**src/rtl/rom_read_arbiter_pkg.sv**
```systemverilog
// Shared types for the dual-requester ROM read arbiter.
// Requester IDs, in-flight tags and the latency range check.
package rom_arb_pkg;

  typedef logic [0:0] req_id_t;

  localparam req_id_t REQ0 = 1'b0;
  localparam req_id_t REQ1 = 1'b1;

  typedef struct packed {
    logic    valid;
    req_id_t id;
  } tag_t;

  localparam int LATENCY_MIN = 1;
  localparam int LATENCY_MAX = 4;

  function automatic bit latency_ok(input int lat);
    return (lat >= LATENCY_MIN) && (lat <= LATENCY_MAX);
  endfunction

endpackage

```
**src/rtl/rom_read_arbiter_if.sv**
```systemverilog
// Request/response bundle for the two ROM requesters.
// master = requester side, slave = arbiter side.
interface rom_read_arbiter_if #(
  parameter int ADDR_W = 18,
  parameter int DATA_W = 24
);

  logic              req0_valid;
  logic              req0_ready;
  logic [ADDR_W-1:0] req0_addr;
  logic              rsp0_valid;
  logic [DATA_W-1:0] rsp0_data;

  logic              req1_valid;
  logic              req1_ready;
  logic [ADDR_W-1:0] req1_addr;
  logic              rsp1_valid;
  logic [DATA_W-1:0] rsp1_data;

  modport master (
    output req0_valid,
    output req0_addr,
    input  req0_ready,
    input  rsp0_valid,
    input  rsp0_data,
    output req1_valid,
    output req1_addr,
    input  req1_ready,
    input  rsp1_valid,
    input  rsp1_data
  );

  modport slave (
    input  req0_valid,
    input  req0_addr,
    output req0_ready,
    output rsp0_valid,
    output rsp0_data,
    input  req1_valid,
    input  req1_addr,
    output req1_ready,
    output rsp1_valid,
    output rsp1_data
  );

endinterface

```
**src/rtl/rom_read_arbiter_rr.sv**
```systemverilog
// Two-input round-robin grant with the last-granted pointer.
// Grant is combinational; nothing is granted while reset is high.
module rr_arbiter2
  import rom_arb_pkg::*;
(
  input  logic    clock,
  input  logic    reset,
  input  logic    valid0,
  input  logic    valid1,
  output logic    grant0,
  output logic    grant1,
  output logic    grant_any,
  output req_id_t grant_id
);

  req_id_t last;

  // pick a requester; on a tie the one not granted last wins
  always_comb begin
    grant0 = 1'b0;
    grant1 = 1'b0;
    if (!reset) begin
      unique case ({valid1, valid0})
        2'b01: grant0 = 1'b1;
        2'b10: grant1 = 1'b1;
        2'b11: begin
          grant0 = (last == REQ1);
          grant1 = (last == REQ0);
        end
        default: ;
      endcase
    end
  end

  assign grant_any = grant0 | grant1;
  assign grant_id  = grant1 ? REQ1 : REQ0;

  // remember who was served; reset favours requester 0 on the first tie
  always_ff @(posedge clock) begin
    if (reset) begin
      last <= REQ1;
    end else if (grant_any) begin
      last <= grant_id;
    end
  end

endmodule

```
**src/rtl/rom_read_arbiter.sv**
```systemverilog
// Shares one synchronous-read ROM port between two requesters.
// Round-robin issue, tagged fully pipelined responses.
module rom_read_arbiter
  import rom_arb_pkg::*;
#(
  parameter int              ADDR_W  = 18,
  parameter int              DATA_W  = 24,
  parameter int              LATENCY = 1,
  parameter logic [ADDR_W-1:0] BASE_0 = '0,
  parameter logic [ADDR_W-1:0] BASE_1 = '0
) (
  input  logic               clock,
  input  logic               reset,
  rom_read_arbiter_if.slave  bus,
  output logic               rom_en,
  output logic [ADDR_W-1:0]  rom_addr,
  input  logic [DATA_W-1:0]  rom_data
);

  localparam int DEPTH = LATENCY + 1;

  if (!latency_ok(LATENCY)) begin : g_bad_latency
    $error("rom_read_arbiter: LATENCY must be 1..4");
  end

  logic        grant0;
  logic        grant1;
  logic        grant_any;
  req_id_t     grant_id;
  logic [ADDR_W-1:0] issue_addr;

  tag_t        tag_pipe [DEPTH];
  tag_t        tag_out;

  logic              rsp0_pulse;
  logic              rsp1_pulse;
  logic [DATA_W-1:0] rsp0_hold;
  logic [DATA_W-1:0] rsp1_hold;

  rr_arbiter2 u_arb (
    .clock     (clock),
    .reset     (reset),
    .valid0    (bus.req0_valid),
    .valid1    (bus.req1_valid),
    .grant0    (grant0),
    .grant1    (grant1),
    .grant_any (grant_any),
    .grant_id  (grant_id)
  );

  assign bus.req0_ready = grant0;
  assign bus.req1_ready = grant1;

  // offsets wrap modulo 2^ADDR_W by construction
  assign issue_addr = grant1
    ? bus.req1_addr + BASE_1
    : bus.req0_addr + BASE_0;

  // register the winning address toward the ROM
  always_ff @(posedge clock) begin
    if (reset) begin
      rom_en   <= 1'b0;
      rom_addr <= '0;
    end else begin
      rom_en <= grant_any;
      if (grant_any) begin
        rom_addr <= issue_addr;
      end
    end
  end

  // tag shift register, aligned so its tail meets valid rom_data
  always_ff @(posedge clock) begin
    if (reset) begin
      for (int i = 0; i < DEPTH; i++) begin
        tag_pipe[i] <= '0;
      end
    end else begin
      tag_pipe[0] <= '{valid: grant_any, id: grant_id};
      for (int i = 1; i < DEPTH; i++) begin
        tag_pipe[i] <= tag_pipe[i-1];
      end
    end
  end

  assign tag_out = tag_pipe[LATENCY];

  // route returning data to its owner; other side keeps its value
  always_ff @(posedge clock) begin
    if (reset) begin
      rsp0_pulse <= 1'b0;
      rsp1_pulse <= 1'b0;
      rsp0_hold  <= '0;
      rsp1_hold  <= '0;
    end else begin
      rsp0_pulse <= tag_out.valid && (tag_out.id == REQ0);
      rsp1_pulse <= tag_out.valid && (tag_out.id == REQ1);
      if (tag_out.valid && (tag_out.id == REQ0)) begin
        rsp0_hold <= rom_data;
      end
      if (tag_out.valid && (tag_out.id == REQ1)) begin
        rsp1_hold <= rom_data;
      end
    end
  end

  assign bus.rsp0_valid = rsp0_pulse;
  assign bus.rsp0_data  = rsp0_hold;
  assign bus.rsp1_valid = rsp1_pulse;
  assign bus.rsp1_data  = rsp1_hold;

endmodule

```
**src/flat_wrapper.sv**
```systemverilog
// flat-port wrapper written by rule: the top's interface ports become plain ports
module rom_read_arbiter_flat import rom_arb_pkg::*;
#(
  parameter int              ADDR_W  = 18,
  parameter int              DATA_W  = 24,
  parameter int              LATENCY = 1,
  parameter logic [ADDR_W-1:0] BASE_0 = '0,
  parameter logic [ADDR_W-1:0] BASE_1 = '0
)
  (clock, reset, rom_en, rom_addr, rom_data, bus_req0_valid, bus_req0_addr, bus_req0_ready, bus_rsp0_valid, bus_rsp0_data, bus_req1_valid, bus_req1_addr, bus_req1_ready, bus_rsp1_valid, bus_rsp1_data);
  rom_read_arbiter_if #(.ADDR_W(ADDR_W), .DATA_W(DATA_W)) bus_i ();
  input  logic clock;
  input  logic reset;
  output logic rom_en;
  output logic [ADDR_W-1:0] rom_addr;
  input  logic [DATA_W-1:0] rom_data;
  input wire logic [$bits(bus_i.req0_valid)-1:0] bus_req0_valid;
  input wire logic [$bits(bus_i.req0_addr)-1:0] bus_req0_addr;
  output wire logic [$bits(bus_i.req0_ready)-1:0] bus_req0_ready;
  output wire logic [$bits(bus_i.rsp0_valid)-1:0] bus_rsp0_valid;
  output wire logic [$bits(bus_i.rsp0_data)-1:0] bus_rsp0_data;
  input wire logic [$bits(bus_i.req1_valid)-1:0] bus_req1_valid;
  input wire logic [$bits(bus_i.req1_addr)-1:0] bus_req1_addr;
  output wire logic [$bits(bus_i.req1_ready)-1:0] bus_req1_ready;
  output wire logic [$bits(bus_i.rsp1_valid)-1:0] bus_rsp1_valid;
  output wire logic [$bits(bus_i.rsp1_data)-1:0] bus_rsp1_data;
  assign bus_i.req0_valid = bus_req0_valid;
  assign bus_i.req0_addr = bus_req0_addr;
  assign bus_req0_ready = bus_i.req0_ready;
  assign bus_rsp0_valid = bus_i.rsp0_valid;
  assign bus_rsp0_data = bus_i.rsp0_data;
  assign bus_i.req1_valid = bus_req1_valid;
  assign bus_i.req1_addr = bus_req1_addr;
  assign bus_req1_ready = bus_i.req1_ready;
  assign bus_rsp1_valid = bus_i.rsp1_valid;
  assign bus_rsp1_data = bus_i.rsp1_data;
  rom_read_arbiter #(.ADDR_W(ADDR_W), .DATA_W(DATA_W), .LATENCY(LATENCY), .BASE_0(BASE_0), .BASE_1(BASE_1)) u_core (.clock(clock), .reset(reset), .bus(bus_i), .rom_en(rom_en), .rom_addr(rom_addr), .rom_data(rom_data));
endmodule
```
**config.mk**
```make
export PLATFORM = sky130hd
export DESIGN_NAME = rom_read_arbiter_flat
export DESIGN_NICKNAME = d
export VERILOG_FILES = /design/src/rtl/rom_read_arbiter_pkg.sv /design/src/rtl/rom_read_arbiter_if.sv /design/src/rtl/rom_read_arbiter_rr.sv /design/src/rtl/rom_read_arbiter.sv /design/src/flat_wrapper.sv
export SDC_FILE = /design/constraint.sdc
export NUM_CORES = 1
export LEC_CHECK = 0
export BUFFER_PORTS_ARGS = -buffer_cell sky130_fd_sc_hd__buf_2
export CAP_MARGIN = 20
export CORE_MARGIN = 8
export CORE_UTILIZATION = 44
export DETAILED_ROUTE_END_ITERATION = 8
export PLACE_DENSITY = 0.77
export SLEW_MARGIN = 20
export SYNTH_ARGS = -nofsm -noshare
export SYNTH_HDL_FRONTEND = slang
export SYNTH_SLANG_ARGS = --single-unit
```
**constraint.sdc**
```tcl
create_clock -name clock -period 1.4 [get_ports clock]
set_input_delay 0.07 -clock clock [delete_from_list [all_inputs] [get_ports clock]]
set_output_delay 0.07 -clock clock [all_outputs]
set_load 0.03 [all_outputs]
```
# Word level (Yosys, flattened, before mapping)
# Memories as Yosys holds them, arrays and structs flattened.
# Cells that the tools add are included.
# word_totals
regBits	70
ramBits	4
inputBits	64
output_inout_bits	71
elab_cells	29
n_memories	1
# mem_list
memory	depth	word_bits	rd	rd_ports_with_merged_regs	wr	line	text
u_core.tag_pipe	2	2	2	0	2	rom_read_arbiter.sv:32	tag_t tag_pipe [DEPTH];
# op_classes
n_eq_ne	3
n_mux	11
bitwise	5
reduce_logical	2
# op_table
operator	n
2-to-1 mux 18 bit	1
2-to-1 mux 1 bit	6
equality test 2 bit, second input constant	2
2-to-1 mux 2 bit	2
one-hot mux 1 bit (2 select lines)	2
OR 1 bit	3
equality test 2 x 1 -> 1 bit, second input constant	1
logical AND 1 bit	2
inverter 1 bit	2

# Logic depth before layout (Yosys ltp)
# Gate-level depths: netlist (run 1).
# depth
depth_word	5
ltp_mapped	5
mapped_depth_nobuf	3

# By module
# A second synthesis (run 1) with hierarchy kept.
# hier_totals
cells_unflattened	314
hier_area_um2	2701.3
# by_module_without_submodules
mod	n_inst	cells_per_inst	area_each_um2	seq_area_each_um2
rom_read_arbiter	1	305	2631.3	1441.4
rr_arbiter2	1	9	70.1	20.0

# Least setup slack after synthesis (run 1)
# Ideal clock, no wire load.
# synth_path
path_kind	register to register
start	reg u_core.u_arb.last
end	reg u_core.rom_addr[8]
setup_time_ps	122
t_arrival_ps	1152
t_required_ps	1278
path_slack_ps	127
stages_incl_launch_ff	6
path_buffers	2
synth_period_minus_slack_ps	1273
path_cell_list	dfxtp_1 > nand2_1 > and3b_1 > buf_6 > buf_6 > a221o_1
# synth_between
elab_chain_cells	4
word_cells_on_any_way	7
classes_between	mux (5); bitwise (2)
# synth_rtl
item	line	text
start: declaration	rom_read_arbiter_rr.sv:16	req_id_t last;
start signal: assignment	rom_read_arbiter_rr.sv:43	last <= grant_id;
inverter 1 bit (*)	rom_read_arbiter_rr.sv:28	grant1 = (last == REQ0);
one-hot mux 1 bit (2 select lines) (*)	rom_read_arbiter_rr.sv:23	unique case ({valid1, valid0})
2-to-1 mux 1 bit (*)	rom_read_arbiter_rr.sv:22	if (!reset) begin
named net bus_req1_ready	flat_wrapper.sv:24	output wire logic [$bits(bus_i.req1_ready)-1:0] bus_req1_ready;
2-to-1 mux 18 bit / OR 1 bit (equally long branches)	rom_read_arbiter.sv:56, rom_read_arbiter_rr.sv:35	
end signal: assignment	rom_read_arbiter.sv:67	rom_addr <= issue_addr;
end: declaration	rom_read_arbiter.sv:16	output logic [ADDR_W-1:0] rom_addr,
# The timed path passes the listed nets; every way through them passes the cells marked *.
# A chain may end at the register's enable or synchronous reset.

# Worst setup path after layout (run 1)
# layout_path
start	reg u_core.u_arb.last
end	reg u_core.rom_addr[5]
# layout_between
elab_chain_cells	4
word_cells_on_any_way	7
classes_between	mux (5); bitwise (2)
# layout_rtl
item	line
inverter 1 bit	rom_read_arbiter_rr.sv:28
one-hot mux 1 bit (2 select lines)	rom_read_arbiter_rr.sv:23
2-to-1 mux 1 bit	rom_read_arbiter_rr.sv:22
2-to-1 mux 18 bit / OR 1 bit (equally long branches)	rom_read_arbiter.sv:56, rom_read_arbiter_rr.sv:35
# Parallel ways exist; a longest one is shown, timed or not.

==> flow_summary.yaml, run 1 <==
synthesis:
  synth.avg_cell_area_um2: 8.55
  synthTopCellsByArea: "dfxtp_1 (54%), nand2_1 (14%), a21oi_1 (8.9%)"
  synth.most_common_cell: "nand2_1"
  post-synth-top-area-cell: "dfxtp_1"
  synth_flop_cell: "dfxtp_1"
  yosysUniqueCellTypes: 19
  synth-seq-area-share_pct: 54.1
  synth_edf_count: 0
  syn_inst: 316
  synthTopCellsByCount: "nand2_1 (98), dfxtp_1 (73), a21oi_1 (48)"
  netlist_area_mm2: 0.00270
  yosysTopAreaCellShare_pct: 54.1
  synth.ff_latch_count: 73
  async_flop_share_pct: 0
  postSynthNetCount: 380
  ys_warn_count: 0
detailed_routing:
  dr.first_iter.drc_count: 102
  wl_per_cell_um: 14.8
  vias_per_cell: 5.02
  first_pass_iters: 4
  wirelength_um: 8550
  antenna_left: 0
  drc_errors: 0
  vias: 2895
grt:
  antenna_found_initial: 0
  gr-total-overflow: 0
  grt_usage_pct: 18.7
  grt_pass1_wl_um: 13600
  grt_max_degree: 40
  first_global_vias: 2893
finish:
  drive_above_1_share_pct: 34.3
  final_cell_count_no_fill: 577
  multiInputGateArea_mm2: 0.00105
  fin_util_pct: 71.3
  fill_cells: 447
  final_nets: 560
  design_area_mm2: 0.00422
  seq_area_mm2: 0.00146
  area_growth_pct: 56.2
timing:
  final.setup.tns_ps: 0
  finalCritPeriodShare_pct: 96.3
  finalSetupViolCount: 0
  min_period_ps: 1350
  final_max_slew_viol_count: 0
  finalHoldViolations: 0
  finalWorstSetupSlack_ps: 52.2
  whs_ps: 200
  finalClockSkew_ps: 7.34
  tightest_slew_ps: 666
  fmax_mhz: 742
  slew_headroom_pct: 55.4
clock_tree:
  clk_latency_ps: 330
  clock-sinks: 73
  numCtsBuffers: 9
  cts.clk_slew.worst_paths_ps: 70
  clock_path_buffers: 2
  root_buffer: "clkbuf_8"
  cts_tree: "built"
  htree_levels: 3
worst_setup_path:
  end_kind: "flip-flop"
  crit_fanout: 13
  cp-start-kind: "flip-flop"
  required_ps: 1610
  criticalPathCategory: "reg -> reg"
  crit_chain: "nand2_1 > and3b_1 > buf_8 > buf_4 > a221o_1"
  cp_slowest_cell: "dfxtp_2"
  crit_family: "flip-flops"
  slowest_delay_ps: 340
  worstPathArrival_ps: 1560
  crit_buf_inv: 2
placed_design:
  place_inst: 511
  dpl_cell_area_mm2: 0.00347
  io_buffers: 134
  place_ws_ps: -33.3
  place.gp.congestion: 0.756
  dpl.hpwl_um: 5650
run:
  drv_cap: 0
power:
  p_per_area_mw_per_mm2: 1180
  power.leakage_nw: 1.97
  power.total_mw: 4.97
  vdd_ir_drop_max_mv: 0.736
die:
  chipWidth_um: 94.4
  die-area_mm2: 0.00891
  dieHeight_um: 94.4
  initial_core_util_pct: 45.6
  io_pins: 135
  placementRows: 28
  core_mm2: 0.00592
hold_path:
  hp-class: "in -> reg"
run_status:
  status: "complete, no violations"
## repair_timing
item | in CTS | in global routing
resized for setup | 2 | 2
setup buffers | 0 | 5
endpoints found under the setup margin | 1 | 2
hold buffers | 43 | 0
hold endpoints to repair | 65 | 0
## state kept, by name, summed over array words and instances (netlist names)
name                   flops
u_core.bus.rsp1_data      24
u_core.bus.rsp1_valid      1
u_core.u_arb.last          1
u_core.tag_pipe            4
u_core.bus.rsp0_valid      1
u_core.rom_addr           18
u_core.bus.rsp0_data      24
## cell usage in the layout (no fill, tap or decap)
cell | synthesis | final
dlygate4sd3_1 | 0 | 43
diode_2 | 0 | 1
nor2b_2 | 0 | 1
clkinv_4 | 0 | 1
clkbuf_1 | 16 | 1
buf_4 | 0 | 16
nor2b_1 | 4 | 3
nor3b_1 | 1 | 1
a21oi_1 | 48 | 48
buf_12 | 0 | 3
nor3_2 | 1 | 1
nand2b_1 | 2 | 2
nor2_2 | 1 | 1
buf_2 | 8 | 133
and2_1 | 1 | 1
buf_8 | 0 | 1
and3b_1 | 2 | 2
nand2_1 | 98 | 98
a2111oi_0 | 18 | 18
dfxtp_2 | 0 | 1
inv_1 | 18 | 18
bufinv_16 | 0 | 3
o21ai_0 | 1 | 1
dfxtp_1 | 73 | 72
nor2_1 | 3 | 3
a221o_1 | 18 | 18
clkbuf_8 | 0 | 11
## worst register-to-register path, delay by kind of cell, from the launching register on
kind | cells | cell delay [ps]
flip-flops | 1 | 340
AO/OA/AOI/OAI | 1 | 340
buffers and inverters | 2 | 290
AND/OR/NAND/NOR | 2 | 270
## cells by family (layout without fill, tap and decap cells)
| group | Yosys count | after routing | synth area share [%] |
|---|---|---|---|
| AND/OR/NAND/NOR | 113 | 113 | 17.2 |
| AO/OA/AOI/OAI | 85 | 85 | 21.6 |
| flip-flops | 73 | 73 | 54.1 |
| buffers and inverters | 45 | 230 | 7.18 |
| other | 0 | 1 | 0 |
## where the power goes
| group | total (mW) | internal (mW) | switching [mW] | leakage (nW) |
|---|---|---|---|---|
| clock | 2.02 | 1.29 | 0.731 | 0.127 |
| combinational | 0.739 | 0.317 | 0.422 | 1.25 |
| sequential | 2.22 | 2.17 | 0.0492 | 0.596 |
## per-layer routing
| metal | GRT usage [%] | wire, um | vias to the layer above |
|---|---|---|---|
| met1 | 22.0 | 3490 | 1290 |
| li1 | - | - | 1439 |
| met4 | 7.53 | 104 | 0 |
| met5 | 0 | 0 | - |
| met2 | 29.2 | 3850 | 155 |
| met3 | 8.33 | 1110 | 11 |
## final cells by class
class,instances,area share (%)
multi-input cells,198,24.9
diodes,1,0.0593
well taps,75,2.22
inverters,18,1.60
clock buffers,12,3.68
flip-flops and latches,73,34.6
repair buffers,196,30.6
clock inverters,4,2.34
## path summary, 6_finish.rpt
| path | start | end | slack, ps | cells past startpoint |
|---|---|---|---|---|
| worst max-delay path | u_core.u_arb.last | u_core.rom_addr[5] | 50 | 5 |
| worst min-delay path | bus_req0_addr[1] | u_core.rom_addr[1] | 200 | 4 |
| worst max register to register | u_core.u_arb.last | u_core.rom_addr[5] | 50 | 5 |
| worst min register to register | u_core.tag_pipe[0][0] | u_core.tag_pipe[0][2] | 440 | 1 |
Power figures use the tool's default switching activity.
==> run 2, diff against run 1 <==
Settings changed: CORE_MARGIN 8 to 1.
==> flow_summary.yaml, run 2 (same netlist as run 1, synthesis figures left out) <==
power:
  vdd_ir_drop_max_mv: 0.615
  p_per_area_mw_per_mm2: 1070
  power.leakage_nw: 1.92
  power.total_mw: 4.41
clock_tree:
  clock-sinks: 73
  root_buffer: "clkbuf_8"
  clock_path_buffers: 2
  htree_levels: 3
  numCtsBuffers: 9
  clk_latency_ps: 330
  cts.clk_slew.worst_paths_ps: 70
  cts_tree: "built"
placed_design:
  io_buffers: 134
  place_inst: 512
  place.gp.congestion: 0.721
  dpl.hpwl_um: 4780
timing:
  rsz0062_at_grt: "no"
  whs_ps: 178
  min_period_ps: 1350
  finalSetupViolCount: 0
  finalClockSkew_ps: 5.78
  final_max_slew_viol_count: 0
  finalCritPeriodShare_pct: 96.5
  slew_headroom_pct: 26.0
  finalHoldViolations: 0
  tightest_slew_ps: 1100
  fmax_mhz: 740
finish:
  final_nets: 558
  fin_util_pct: 69.6
  final_cell_count_no_fill: 574
  layout_commonest_cell: "buf_2"
  antennaDiodeCount: 0
  area_growth_pct: 52.4
  drive_above_1_share_pct: 33.7
  final_cell_mix: "buf_2 (133), nand2_1 (98), dfxtp_1 (73), a21oi_1 (48), dlygate4sd3_1 (42)"
die:
  initial_core_util_pct: 45.6
  chipWidth_um: 80.4
  placementRows: 28
  core_mm2: 0.00592
  dieHeight_um: 80.4
  die-area_mm2: 0.00646
  io_pins: 135
detailed_routing:
  antenna_left: 0
  vias_per_cell: 5.04
  drc_errors: 0
  wirelength_um: 7580
  wl_met3_um: 646
  wl_per_cell_um: 13.2
  wl_met1_um: 3320
  first_pass_iters: 4
  top_layer_used: "met4"
  met2_length_um: 3580
  dr.first_iter.drc_count: 163
  vias: 2893
grt:
  grt_usage_pct: 23.6
  grt_pass1_wl_um: 11800
  antenna_found_initial: 0
  gr-total-overflow: 0
  grt_max_degree: 44
  first_global_vias: 2593
worst_setup_path:
  crit_buf_inv: 2
  cp-start-kind: "flip-flop"
  required_ps: 1620
  crit_chain: "nand2_1 > and3b_1 > buf_6 > buf_4 > a221o_1"
  criticalPathCategory: "reg -> reg"
  end_kind: "flip-flop"
  rrSetupSlack_ps: 50
  crit_fanout: 10
  slowest_delay_ps: 350
  crit_family: "flip-flops"
  cp_slowest_cell: "dfxtp_1"
  worstPathArrival_ps: 1570
hold_path:
  hp-class: "in -> reg"
run_status:
  status: "complete, no violations"
run:
  drv_cap: 0
[run 2: power breakdown]
group | internal, mW | total, mW | switching, mW | leakage (nW)
Clock | 0.741 | 1.46 | 0.715 | 0.0867
Combinational | 0.317 | 0.738 | 0.421 | 1.24
Sequential | 2.17 | 2.22 | 0.0493 | 0.596
Total | 3.22 | 4.41 | 1.19 | 1.92
[run 2: area by class of cell]
cell class | instances | area, um2
Clock inverter | 2 | 12.5
Sequential cell | 73 | 1460
Fill cell | 471 | 1800
Tap cell | 75 | 93.8
Multi-Input combinational cell | 198 | 1050
Inverter | 18 | 67.6
Clock buffer | 14 | 163
Timing Repair Buffer | 194 | 1270
[run 2: repair_timing]
action	CTS	global route
hold buffers	42	0
gates resized for setup	2	1
setup buffers	0	4
endpoints found under the hold margin	66	0
endpoints found under the setup margin	1	2
[run 2: per-stage QoR]
stage / TNS (ps) / area (um2) / setup slack [ps]
after floorplan: 0 / 2700 / 127
after CTS: 0 / 4080 / 27.0
after global routing: 0 / 4120 / 3.19
after detailed placement: -1670 / 3470 / -114
after global placement: -1080 / 3470 / -61.7
final: 0 / 4120 / 49.0
[run 2: tightest hold or removal path, stage by stage]
cell and delay, ps:
buf_2 130, nor2_2 50, buf_4 160, nor2_1 70
[run 2: worst paths after layout]
| kind | start | to | cells past startpoint |
|---|---|---|---|
| max | u_core.u_arb.last | u_core.rom_addr[12] | 5 |
| min | bus_req0_valid | u_core.tag_pipe[0][1] | 4 |
| max reg2reg | u_core.u_arb.last | u_core.rom_addr[12] | 5 |
| min reg2reg | u_core.tag_pipe[0][0] | u_core.tag_pipe[0][2] | 1 |
[run 2: metal layers]
layer  up-vias  GRT usage, %
li1       1432             -
met1      1315          27.9
met2       140          39.7
met3         6          7.61
met4         0          8.04
met5         -             0
==> run 3, diff against run 2 <==
Clock period 1.4 ns to 1.7 ns, I/O delays scaled along.
==> flow_summary.yaml, run 3 (same netlist as run 1, synthesis figures left out) <==
detailed_routing:
  first_pass_iters: 4
  drc_errors: 0
  vias_per_cell: 5.06
  antenna_left: 0
  wl_per_cell_um: 12.9
  dr.first_iter.drc_count: 122
  wirelength_um: 7340
  vias: 2874
power:
  p_per_area_mw_per_mm2: 925
  p_seq_share_pct: 48.4
  clockPowerShare_pct: 36.2
  power.total_mw: 3.77
  p_int_mw: 2.78
  netSwitchingPower_mw: 0.992
  combPwrFrac_pct: 15.4
  p_sw_share_pct: 26.3
  vdd_ir_drop_max_mv: 0.529
  power.leakage_nw: 1.91
timing:
  rsz0062_at_grt: "no"
  slew_headroom_pct: 54.1
  finalSetupViolCount: 0
  finalHoldViolations: 0
  finalCritPeriodShare_pct: 92.4
  min_period_ps: 1570
  final.setup.tns_ps: 0
  final_max_slew_viol_count: 0
  fmax_mhz: 637
  finalClockSkew_ps: 6.57
  tightest_slew_ps: 686
clock_tree:
  postCtsSetupBuffers: 0
  clk_latency_ps: 340
  clock_path_buffers: 2
  htree_levels: 3
  cts.clk_slew.worst_paths_ps: 70
  root_buffer: "clkbuf_8"
  clock-sinks: 73
  numCtsBuffers: 9
  cts_tree: "built"
die:
  placementRows: 28
  initial_core_util_pct: 45.6
  chipWidth_um: 80.4
  core_mm2: 0.00592
  die-area_mm2: 0.00646
  dieHeight_um: 80.4
  io_pins: 135
run_status:
  status: "complete, no violations"
finish:
  area_growth_pct: 50.9
  final_cell_mix: "buf_2 (134), nand2_1 (97), dfxtp_1 (73), a21oi_1 (48), dlygate4sd3_1 (41)"
  final_cell_count_no_fill: 568
  drive_above_1_share_pct: 33.9
  fin_util_pct: 68.9
  final_nets: 552
  fill_cells: 458
  antennaDiodeCount: 0
  multiInputGateArea_mm2: 0.00106
  seq_area_mm2: 0.00146
  layout_commonest_cell: "buf_2"
worst_setup_path:
  worstPathArrival_ps: 1490
  rrSetupSlack_ps: 270
  crit_fanout: 19
  required_ps: 1620
  cp-start-kind: "flip-flop"
  criticalPathCategory: "reg -> out"
  rr_worst_depth: 4
  end_kind: "output port"
grt:
  gr-total-overflow: 0
  use_met1_pct: 26.5
  use_met2_pct: 40.2
  grt_max_degree: 48
  grt_usage_pct: 23.1
  grtUsageMet3_pct: 7.27
  antenna_found_initial: 0
  busiest_layer: "met2"
  first_global_vias: 2560
  grt_pass1_wl_um: 11400
hold_path:
  hold-path-cell-count: 3
  hp-class: "in -> reg"
run:
  drv_cap: 0
placed_design:
  dpl.hpwl_um: 4750
  place.gp.congestion: 0.724
  io_buffers: 134
  place_inst: 511
-- run 3: changes by cell type in the layout (fill, tap and decap cells not counted), moves of 2 or more --
cell and change:
buf_12 -2, buf_4 -3, clkbuf_1 -3, clkinv_2 +2
-- run 3: cell type report --
type | instances | area share (%)
Multi-Input combinational cell | 198 | 26.0
Inverter | 18 | 1.66
Timing Repair Buffer | 188 | 29.2
Clock buffer | 11 | 3.71
Sequential cell | 73 | 35.8
Clock inverter | 5 | 1.32
Tap cell | 75 | 2.30
-- run 3: what timing repair did --
item,4_1_cts,5_1_grt
endpoints found under the setup margin,0,3
hold buffers,41,0
hold endpoints to repair,63,0
gates resized for setup,0,1
-- run 3: routing by layer --
layer  up-vias  wire length, um
li1       1425                -
met1      1300             3150
met2       139             3460
met3        10              637
met4         0               97
met5         -                0
-- run 3: path summary, 6_finish.rpt --
path	to	start
setup / recovery	bus_req1_ready	u_core.u_arb.last
hold / removal	u_core.bus.rsp0_data[2]	rom_data[2]
setup reg to reg	u_core.rom_addr[17]	u_core.u_arb.last
hold reg to reg	u_core.tag_pipe[0][2]	u_core.tag_pipe[0][0]
-- run 3: power by group through the flow --
stage | Clock [mW] | Combinational [mW] | Sequential, mW
final | 1.37 | 0.582 | 1.82
after global routing | 1.47 | 0.630 | 1.83
after CTS | 1.40 | 0.578 | 1.82
after detailed placement | 0 | 0.506 | 1.86
after global placement | 0 | 0.497 | 1.86
after floorplan | 0 | 0.170 | 2.00
-- run 3: worst max-delay path, cell delays in order (launching register included) --
cell and delay, ps:
dfxtp_1 330, nand2_2 170, and3b_1 180, buf_4 230, buf_2 240
-- run 3: metrics by stage --
stage | setup WS, ps | cell area, um2 | hold slack [ps]
6_report | 129 | 4080 | 17.8
4_1_cts | 11.1 | 4070 | 7.96
5_1_grt | 26.9 | 4080 | 13.9
2_1_floorplan | 427 | 2700 | 221
3_5_place_dp | 123 | 3450 | 319
3_3_place_gp | 179 | 3450 | 312
